==> src/rtl/dcache_pkg.sv <==
// Shared types and defaults for the direct-mapped L1 data cache controller.
// Optional build macro used by this slice: DCACHE_PERF_CNT_EN (hit/miss counters).
package dcache_pkg;

    localparam int DEF_ADDR_W = 32;
    localparam int DEF_DATA_W = 32;
    localparam int DEF_LINES  = 32;

    typedef enum logic [2:0] {
        IDLE      = 3'd0,
        LOOKUP    = 3'd1,
        MISS_REQ  = 3'd2,
        MISS_WAIT = 3'd3,
        WR_REQ    = 3'd4,
        RESP      = 3'd5,
        FLUSH     = 3'd6
    } dcache_state_e;

    // Tag width left after removing the byte offset (2 bits) and the index.
    function automatic int calc_tag_w(input int addr_w, input int lines);
        return addr_w - 2 - $clog2(lines);
    endfunction

endpackage

==> src/rtl/dcache_array.sv <==
// Valid/tag/data storage for the direct-mapped cache: one word per line.
// Combinational read, synchronous line write and synchronous invalidate-all.
// Only the valid bits are reset; tag and data contents are don't-care until valid.
module dcache_array #(
    parameter int LINES  = 32,
    parameter int IDX_W  = 5,
    parameter int TAG_W  = 25,
    parameter int DATA_W = 32
) (
    input  logic              clk,
    input  logic              reset,
    input  logic [IDX_W-1:0]  rd_idx,
    output logic              rd_valid,
    output logic [TAG_W-1:0]  rd_tag,
    output logic [DATA_W-1:0] rd_data,
    input  logic              wr_en,
    input  logic [IDX_W-1:0]  wr_idx,
    input  logic [TAG_W-1:0]  wr_tag,
    input  logic [DATA_W-1:0] wr_data,
    input  logic              inv_all
);

    logic [LINES-1:0]  valid_r;
    logic [TAG_W-1:0]  tag_mem_r  [LINES];
    logic [DATA_W-1:0] data_mem_r [LINES];

    // Valid bits: cleared by reset or invalidate-all, set by any line write.
    always_ff @(posedge clk or posedge reset) begin
        if (reset) begin
            valid_r <= '0;
        end else if (inv_all) begin
            valid_r <= '0;
        end else if (wr_en) begin
            valid_r[wr_idx] <= 1'b1;
        end else begin
            valid_r <= valid_r;
        end
    end

    // Tag and data storage, written together on refill or store hit.
    always_ff @(posedge clk) begin
        if (wr_en && !inv_all) begin
            tag_mem_r[wr_idx]  <= wr_tag;
            data_mem_r[wr_idx] <= wr_data;
        end
    end

    assign rd_valid = valid_r[rd_idx];
    assign rd_tag   = tag_mem_r[rd_idx];
    assign rd_data  = data_mem_r[rd_idx];

endmodule

==> src/rtl/dcache_ctrl.sv <==
// Direct-mapped, write-through, no-write-allocate L1 data cache controller.
// One LSU request in flight; refills one word per line from the memory port.
// Build option: define DCACHE_PERF_CNT_EN to add saturating perf_hits/perf_misses outputs.
module dcache_ctrl
    import dcache_pkg::*;
#(
    parameter int ADDR_W = DEF_ADDR_W,
    parameter int DATA_W = DEF_DATA_W,
    parameter int LINES  = DEF_LINES
) (
    input  logic              clk,
    input  logic              reset,
    input  logic              cpu_req_valid,
    output logic              cpu_req_ready,
    input  logic              cpu_req_we,
    input  logic [ADDR_W-1:0] cpu_req_addr,
    input  logic [DATA_W-1:0] cpu_req_wdata,
    output logic              cpu_resp_valid,
    output logic [DATA_W-1:0] cpu_resp_rdata,
    output logic              cpu_resp_hit,
    input  logic              flush,
    output logic              mem_req_valid,
    input  logic              mem_req_ready,
    output logic              mem_req_we,
    output logic [ADDR_W-1:0] mem_req_addr,
    output logic [DATA_W-1:0] mem_req_wdata,
    input  logic              mem_resp_valid,
`ifdef DCACHE_PERF_CNT_EN
    input  logic [DATA_W-1:0] mem_resp_rdata,
    output logic [31:0]       perf_hits,
    output logic [31:0]       perf_misses
`else
    input  logic [DATA_W-1:0] mem_resp_rdata
`endif
);

    localparam int IDX_W = $clog2(LINES);
    localparam int TAG_W = calc_tag_w(ADDR_W, LINES);

    dcache_state_e     state_r;
    logic              we_r;
    logic [ADDR_W-1:0] addr_r;
    logic [DATA_W-1:0] wdata_r;
    logic              hit_r;

    logic [IDX_W-1:0]  idx_s;
    logic [TAG_W-1:0]  tag_s;
    logic              rd_valid_s;
    logic [TAG_W-1:0]  rd_tag_s;
    logic [DATA_W-1:0] rd_data_s;
    logic              hit_s;
    logic              arr_wr_en_s;
    logic [DATA_W-1:0] arr_wr_data_s;
    logic              inv_all_s;
    logic              unused_s;

    // Byte-offset bits of the request address never reach the cache.
    assign unused_s = ^cpu_req_addr[1:0];

    assign idx_s     = addr_r[2 +: IDX_W];
    assign tag_s     = addr_r[ADDR_W-1 -: TAG_W];
    assign hit_s     = rd_valid_s && (rd_tag_s == tag_s);
    assign inv_all_s = (state_r == FLUSH);

    // Flush wins over a request arriving in the same IDLE cycle.
    assign cpu_req_ready = (state_r == IDLE) && !flush;

    dcache_array #(
        .LINES  (LINES),
        .IDX_W  (IDX_W),
        .TAG_W  (TAG_W),
        .DATA_W (DATA_W)
    ) u_array (
        .clk      (clk),
        .reset    (reset),
        .rd_idx   (idx_s),
        .rd_valid (rd_valid_s),
        .rd_tag   (rd_tag_s),
        .rd_data  (rd_data_s),
        .wr_en    (arr_wr_en_s),
        .wr_idx   (idx_s),
        .wr_tag   (tag_s),
        .wr_data  (arr_wr_data_s),
        .inv_all  (inv_all_s)
    );

    // Array write source: store hit updates in LOOKUP, refill lands in MISS_WAIT.
    always_comb begin
        arr_wr_en_s   = 1'b0;
        arr_wr_data_s = wdata_r;
        if ((state_r == LOOKUP) && we_r && hit_s) begin
            arr_wr_en_s   = 1'b1;
            arr_wr_data_s = wdata_r;
        end else if ((state_r == MISS_WAIT) && mem_resp_valid) begin
            arr_wr_en_s   = 1'b1;
            arr_wr_data_s = mem_resp_rdata;
        end else begin
            arr_wr_en_s   = 1'b0;
            arr_wr_data_s = wdata_r;
        end
    end

    // Request sequencing FSM with registered CPU and memory outputs.
    always_ff @(posedge clk or posedge reset) begin
        if (reset) begin
            state_r        <= IDLE;
            we_r           <= 1'b0;
            addr_r         <= '0;
            wdata_r        <= '0;
            hit_r          <= 1'b0;
            cpu_resp_valid <= 1'b0;
            cpu_resp_rdata <= '0;
            cpu_resp_hit   <= 1'b0;
            mem_req_valid  <= 1'b0;
            mem_req_we     <= 1'b0;
            mem_req_addr   <= '0;
            mem_req_wdata  <= '0;
        end else begin
            case (state_r)
                IDLE: begin
                    if (flush) begin
                        state_r <= FLUSH;
                    end else if (cpu_req_valid) begin
                        we_r    <= cpu_req_we;
                        addr_r  <= {cpu_req_addr[ADDR_W-1:2], 2'b00};
                        wdata_r <= cpu_req_wdata;
                        state_r <= LOOKUP;
                    end else begin
                        state_r <= IDLE;
                    end
                end
                FLUSH: begin
                    state_r <= IDLE;
                end
                LOOKUP: begin
                    hit_r <= hit_s;
                    if (we_r) begin
                        mem_req_valid <= 1'b1;
                        mem_req_we    <= 1'b1;
                        mem_req_addr  <= addr_r;
                        mem_req_wdata <= wdata_r;
                        state_r       <= WR_REQ;
                    end else if (hit_s) begin
                        cpu_resp_valid <= 1'b1;
                        cpu_resp_rdata <= rd_data_s;
                        cpu_resp_hit   <= 1'b1;
                        state_r        <= RESP;
                    end else begin
                        mem_req_valid <= 1'b1;
                        mem_req_we    <= 1'b0;
                        mem_req_addr  <= addr_r;
                        mem_req_wdata <= '0;
                        state_r       <= MISS_REQ;
                    end
                end
                MISS_REQ: begin
                    if (mem_req_ready) begin
                        mem_req_valid <= 1'b0;
                        mem_req_addr  <= '0;
                        state_r       <= MISS_WAIT;
                    end else begin
                        state_r <= MISS_REQ;
                    end
                end
                MISS_WAIT: begin
                    if (mem_resp_valid) begin
                        cpu_resp_valid <= 1'b1;
                        cpu_resp_rdata <= mem_resp_rdata;
                        cpu_resp_hit   <= 1'b0;
                        state_r        <= RESP;
                    end else begin
                        state_r <= MISS_WAIT;
                    end
                end
                WR_REQ: begin
                    if (mem_req_ready) begin
                        mem_req_valid  <= 1'b0;
                        mem_req_we     <= 1'b0;
                        mem_req_addr   <= '0;
                        mem_req_wdata  <= '0;
                        cpu_resp_valid <= 1'b1;
                        cpu_resp_rdata <= '0;
                        cpu_resp_hit   <= hit_r;
                        state_r        <= RESP;
                    end else begin
                        state_r <= WR_REQ;
                    end
                end
                RESP: begin
                    cpu_resp_valid <= 1'b0;
                    cpu_resp_rdata <= '0;
                    cpu_resp_hit   <= 1'b0;
                    state_r        <= IDLE;
                end
                default: begin
                    cpu_resp_valid <= 1'b0;
                    mem_req_valid  <= 1'b0;
                    state_r        <= IDLE;
                end
            endcase
        end
    end

`ifdef DCACHE_PERF_CNT_EN
    // Saturating hit/miss counters sampled on every lookup, loads and stores alike.
    always_ff @(posedge clk or posedge reset) begin
        if (reset) begin
            perf_hits   <= 32'd0;
            perf_misses <= 32'd0;
        end else if (state_r == LOOKUP) begin
            if (hit_s) begin
                if (perf_hits != 32'hFFFF_FFFF) begin
                    perf_hits <= perf_hits + 32'd1;
                end else begin
                    perf_hits <= perf_hits;
                end
            end else begin
                if (perf_misses != 32'hFFFF_FFFF) begin
                    perf_misses <= perf_misses + 32'd1;
                end else begin
                    perf_misses <= perf_misses;
                end
            end
        end else begin
            perf_hits   <= perf_hits;
            perf_misses <= perf_misses;
        end
    end
`endif

endmodule
==> config.mk <==
export PLATFORM = sky130hd
export DESIGN_NAME = dcache_ctrl
export DESIGN_NICKNAME = d
export VERILOG_FILES = /design/src/rtl/dcache_pkg.sv /design/src/rtl/dcache_array.sv /design/src/rtl/dcache_ctrl.sv
export SDC_FILE = /design/constraint.sdc
export NUM_CORES = 2
export LEC_CHECK = 0
export ABC_AREA = 1
export ABC_CLOCK_PERIOD_IN_PS = 8000
export CAP_MARGIN = 20
export CORE_UTILIZATION = 35
export DETAILED_ROUTE_END_ITERATION = 10
export MAX_ROUTING_LAYER = met4
export SETUP_SLACK_MARGIN = 0.4
export SKIP_CTS_REPAIR_TIMING = 1
export SLEW_MARGIN = 30
export SYNTH_ARGS = -nofsm -noshare
export SYNTH_HDL_FRONTEND = slang
export SYNTH_SLANG_ARGS = --single-unit
==> constraint.sdc <==
create_clock -name clk -period 8 [get_ports clk]
set_clock_uncertainty 0.1 [all_clocks]
set_input_delay 1.6 -clock clk [delete_from_list [all_inputs] [get_ports clk]]
set_output_delay 1.6 -clock clk [all_outputs]
set_load 0.1 [all_outputs]
== Word-level counts from Yosys, hierarchy flattened ==
Memory sizes are Yosys's and may differ from the RTL's.
Cells that the tools add are included.

* $add $sub $neg: 0
* Multiply operators: 0
* Div/mod/pow operators: 0
* Order comparisons: 2
* Equal/unequal tests: 13
* Shifts and indexed selects: 0
* Multiplexer cells: 46
* Bitwise operators: 4
* Reduce and logical (&&, ||, !) cells: 23

{| class="wikitable"
|+ Operators with widths
! kind !! number
|-
| two-way mux 32 bit || 12
|-
| case mux 32 bit (2 select lines) || 2
|-
| case mux 32 bit (4 select lines) || 1
|-
| OR 32 bit || 1
|-
| == test 25 bit || 1
|-
| two-way mux 1 bit || 20
|-
| case mux 3 bit (5 select lines) || 1
|-
| two-way mux 3 bit || 4
|-
| AND reduction 3 bit || 4
|-
| AND reduction 5 bit || 2
|-
| == test 3 bit (second input constant) || 3
|-
| != test 2 bit (second input constant) || 4
|-
| case mux 1 bit (4 select lines) || 2
|-
| logical AND 1 bit || 7
|-
| == test 3 x 2 -> 1 bit (second input constant) || 2
|-
| < comparator 5 x 6 -> 1 bit (second input constant) || 1
|-
| nonzero test 2 bit || 3
|-
| binary-select mux 1 bit (select 5 bit) || 1
|-
| demux 1 bit (select 5 bit) || 1
|-
| greater-or-equal comparator 5 x 1 -> 1 bit (second input constant) || 1
|-
| nonzero test 4 bit || 1
|-
| OR reduction 4 bit || 1
|-
| == test 3 x 1 -> 1 bit (second input constant) || 1
|-
| zero test 3 bit || 1
|-
| 8 further kinds || 11
|}

* Register bits after elaboration: 199
* Latch bits: 0
* Memory bits (writable): 1,824
* Memory bits (read-only): 0
* Input bits: 103
* Logic and storage cells: 103
* Memories kept: 2

{| class="wikitable"
|+ Memory list
! name !! depth !! bits a word !! rd ports !! clocked after Yosys merged registers in !! write ports !! RTL line !! RTL
|-
| u_array.data_mem_r || 32 || 32 || 1 || 0 || 1 || dcache_array.sv:25 || <nowiki>logic [DATA_W-1:0] data_mem_r [LINES];</nowiki>
|-
| u_array.tag_mem_r || 32 || 25 || 1 || 0 || 1 || dcache_array.sv:24 || <nowiki>logic [TAG_W-1:0] tag_mem_r [LINES];</nowiki>
|}

== Logic depth before layout (Yosys ltp) ==
* Depth in word-level cells: 8
* Mapped depth: 24

== By module ==
From an unflattened synthesis, not the netlist that was laid out.

* Cell total of the unflattened synthesis: 7,533
* Area, all modules: 83,392.5 µm²

{| class="wikitable"
|+ By module, submodules not included
! module !! instances !! cells each !! area an instance (µm²) !! seq. area each (µm²)
|-
| dcache_array || 1 || 6,385 || 75,010.7 || 55,573.3
|-
| dcache_ctrl || 1 || 1,148 || 8,381.8 || 4,129.0
|}

== Least setup slack after synthesis ==
No wires, ideal clock.

* Path kind: input to output
* Start point: in flush
* End point: out cpu_req_ready
* Arrival: 2.882 ns
* Data required time: 6.300 ns
* Setup slack: 3.418 ns
* Stages on the path: 1
* Path buffers: 0
* Path through: nor2_1

* Cells in the longest elaborated chain, start to end: 2

{| class="wikitable"
|+ RTL lines
! element !! RTL line !! RTL
|-
| start, declared || dcache_ctrl.sv:21 || <nowiki>input logic flush,</nowiki>
|-
| zero test 1 bit || dcache_ctrl.sv:66 || <nowiki>assign cpu_req_ready = (state_r == IDLE) && !flush;</nowiki>
|-
| logical AND 1 bit || dcache_ctrl.sv:66 ||
|-
| end, declared || dcache_ctrl.sv:14 || <nowiki>output logic cpu_req_ready,</nowiki>
|}

No other way between the ends.

== Worst setup path in the final report ==
* Start point: reg addr_r[2]
* End point: mem u_array.data_mem_r[3][30] (enable)

* Cells in the longest elaborated chain, start to end: 8
* Elaborated cells between the ends (all ways): 10
* Those cells by class: 1 x eq/ne; 5 x mux; 3 x reduce/logical; 1 x memory

{| class="wikitable"
|+ RTL lines
! element !! RTL line !! RTL
|-
| start, declared || dcache_ctrl.sv:42 || <nowiki>logic [ADDR_W-1:0] addr_r;</nowiki>
|-
| start signal, assigned || dcache_ctrl.sv:125 || <nowiki>addr_r <= {cpu_req_addr[ADDR_W-1:2], 2'b00};</nowiki>
|-
| memory (32 x 25 bit) or binary-select mux 1 bit (select 5 bit) (tied branches) || -- ||
|-
| == test 25 bit or two-way mux 1 bit (tied branches) || dcache_ctrl.sv:62, dcache_array.sv:48 ||
|-
| logical AND 1 bit || dcache_ctrl.sv:62 || <nowiki>assign hit_s = rd_valid_s && (rd_tag_s == tag_s);</nowiki>
|-
| logical AND 1 bit || dcache_ctrl.sv:91 || <nowiki>if ((state_r == LOOKUP) && we_r && hit_s) begin</nowiki>
|-
| two-way mux 1 bit || dcache_ctrl.sv:91 ||
|-
| logical AND 1 bit || dcache_array.sv:42 || <nowiki>if (wr_en && !inv_all) begin</nowiki>
|-
| two-way mux 1 bit || dcache_array.sv:42 ||
|-
| two-way mux 1 bit (not written as such) || dcache_array.sv:44 || <nowiki>data_mem_r[wr_idx] <= wr_data;</nowiki>
|-
| end, declared || dcache_array.sv:25 ||
|}

Parallel ways exist; a longest one is shown, timed or not. The select of a mux whose other input is x is not followed.

==> out/metrics.yaml <==
worstMarginPinSlew_ns: 1.06
synth-seq-cells: 2021
p_switching_mw: 14.1
cts_tree: "yes"
multi_input_comb_area_sq_mm: 0.0176
ys_async_sr_fraction_pct: 9.75
post_drt_wl_per_cell_um: 25.1
fmax_mhz: 154
fin_crit_ns: 6.51
yosysWarnings: 0
wl_um: 245000
grt_pass1_wl_um: 350000
clock_latency_ns: 0.87
nets: 6691
run_status: "finished with violations"
crit_type: "flop to flop"
ios: 204
grt_remaining_overflow: 0
syn_avg_cell_area_sq_um: 12.5
firstDrtPassIters: 10
worstPathArrival_ns: 6.91
die_w_um: 478
min_path_type: "flop to flop"
fin_tns_setup_ns: 0
whs_path_depth: 2
setup_viol: 0
globalplace.congestion: 0.862
syn-cell-area_sq_mm: 0.0794
finalCritPeriodShare_pct: 81.3
clkTransAtPathRegs_ns: 0.06
vias: 51900
crit_top_cell: "nand2_1"
end_kind: "flop"
core_sq_mm: 0.225
r2r_end: "u_array.data_mem_r[3][30]"
synthAdderAreaFrac_pct: 0
synth_compound_area_share_pct: 7.18
violations: "DRC"
gr-usage-all-layers_pct: 21.5
synth_ff_type: "edfxtp_1"
antenna_left: 0
synth_edf_count: 1824
relSlewSlack_pct: 28.9
share_seq_of_total_power_pct: 39.1
grt_max_degree: 167
clockBufferDepth: 3
reg2reg_from: "addr_r[2]"
syn_inst: 6354
final_common_cell: "nand2_1"
cp_slowest_cell: "dfrtp_4"
netSwitchingFraction_pct: 39.4
syn2layout_area_growth_pct: 16.3
critical-path-max-stage-delay_ns: 0.79
power_density_mw_per_mm2: 388
nFillCells: 20900
crit_chain: "buf_12 > nor2_4 > buf_4 > nand2_1 > nand4_1 > nand2_1 > nand2_1 > nor2_1 > nand2_1 > nand4_1 > nor2_1 > nand3_1 > nor2_2 > nand2_1 > nand2_2 > nand3_1 > inv_4 > buf_4"
min_from: "mem_req_addr[25]"
p_leak_nw: 34.1
place_ws_ns: 1.59
drv_slew: 0
drc: 9
max_cap_violations: 0
path_max_fanout: 91
ff2ff_setup_slack_ns: 1.49
start_kind: "flop"
grt_pass1_vias: 49100
drive_above_1_share_pct: 8.74
layout_common_cells: "nand2_1, edfxtp_1, a22oi_1, a21oi_1, clkbuf_16"
holdPathEnd: "mem_req_addr[25]"
numClockSinks: 2021
num_rows: 174
place.detailed.hpwl_um: 136000
antenna_found_initial: 5
cts-root-buf: "clkbuf_16"
cp_num_cells: 18
initial_core_util_pct: 35.3
ys_seq_area_share_pct: 75.2
io_buffer_count: 199
path_buf_inv: 4
synth-xor-area-share_pct: 0
hold_violations: 0
vdd_drop_max_mv: 0.316
synth-simple-area-share_pct: 14.8
hold_ws_ns: 0.371
dieArea_sq_mm: 0.229
reg2regPathDepth: 18
drtIter0Drc: 6437
layout_setup_ws_ns: 1.49
drt-vias-per-instance: 5.31
intPower_mw: 21.7
rsz0062_at_grt: "false"
cp.required_ns: 8.41
cts_max_level: 4
die_y_um: 478
crit_family: "simple AND/OR/NAND/NOR gates"
synthMuxAreaShare_pct: 0.0142
p_clk_share_pct: 26.8
combPwrFrac_pct: 34.1
ff_latch_area_sq_mm: 0.0597
synth_top_family_by_area: "simple AND/OR/NAND/NOR gates"
cts_buffers: 205
synth_cell_types: 33
## Yosys cell counts, types with 2 or more instances
library cell | n | area [sq um]
inv_1 | 135 | 507
nor2_2 | 2 | 12.5
nor2_1 | 122 | 458
or2_2 | 25 | 156
nand2_2 | 2 | 12.5
nor2_4 | 2 | 22.5
inv_2 | 7 | 26.3
nor3_4 | 2 | 32.5
nor3_1 | 15 | 75.1
nand3_2 | 2 | 20.0
nand3_1 | 184 | 921
a21oi_1 | 210 | 1050
buf_6 | 8 | 90.1
nand4_1 | 85 | 532
nor3_2 | 4 | 40.0
buf_1 | 52 | 195
o21ai_0 | 134 | 671
buf_2 | 144 | 721
o21ai_1 | 9 | 45.0
nand2_1 | 2478 | 9300
o22ai_1 | 12 | 75.1
buf_4 | 16 | 120
clkbuf_1 | 136 | 510
clkinv_1 | 5 | 18.8
nor4_1 | 25 | 156
a22oi_1 | 512 | 3840
dfrtp_1 | 197 | 4930
edfxtp_1 | 1824 | 54800
## registers in the layout, summed over array words and instances, names as in the netlist
signal,flops
mem_req_we,1
we_r,1
state_r,3
cpu_resp_valid,1
mem_req_wdata,32
cpu_resp_hit,1
wdata_r,32
hit_r,1
cpu_resp_rdata,32
mem_req_addr,30
mem_req_valid,1
u_array.tag_mem_r,800
u_array.valid_r,32
addr_r,30
u_array.data_mem_r,1024
## metrics by stage
stage	cell area [sq um]	utilization, %	instances	power, mW
floorplan	79400	-	6355	21.8
global placement	85500	38.0	9373	26.2
detailed placement	85500	38.0	9373	26.4
CTS	92200	41.0	9755	35.9
global route	92200	41.0	9757	37.3
finish	92300	41.0	9759	35.8
## power groups by stage
stage                     Sequential [mW]  Combinational [mW]  Clock, mW
after floorplan                      15.5                6.32          0
after global placement               14.2                12.0          0
after detailed placement             14.2                12.1          0
after CTS                            14.0                12.2       9.67
after global routing                 14.1                13.1       10.1
final                                14.0                12.2       9.59
## worst min-delay path, cell delays in order (launching register included)
cell and delay [ns]:
dfrtp_1 0.34, nand2_1 0.05, nand2_1 0.04
## worst max path at each step
| stage | from | to | slack [ns] |
|---|---|---|---|
| 2_1_floorplan | reset | addr_r[10] | 0.93 |
| 3_3_place_gp | addr_r[2] | u_array.data_mem_r[3][13] | 1.65 |
| 3_5_place_dp | addr_r[2] | u_array.data_mem_r[3][13] | 1.59 |
| 4_1_cts | addr_r[2] | u_array.data_mem_r[3][30] | 1.52 |
| 5_1_grt | addr_r[2] | u_array.data_mem_r[3][3] | 1.22 |
| 6_report | addr_r[2] | u_array.data_mem_r[3][30] | 1.49 |
## area by class of cell
cell class / count / share of cell area, %
tap: 2992 / 4.06
sequential: 2021 / 64.7
clock buffer: 271 / 5.95
multi-input combinational: 3830 / 19.1
clock inverter: 111 / 1.33
timing repair buffer: 382 / 4.10
antenna: 4 / 0.0109
inverter: 148 / 0.722
## metal layers
layer  wire, um  share of wire (%)  track usage, %
met1     101000                 41            28.6
met2     116000                 47            33.6
met3      18800                7.7            3.06
met4       9120                3.7            8.08
met5          0                  0               -
## logic make-up after synthesis
logic type | after synthesis
multiplexers | 1
flip-flops | 2021
buffers and inverters | 504
AO/OA/AOI/OAI | 879
other | 1
AND/OR/NAND/NOR | 2948
(Power assumes the default switching activity.)
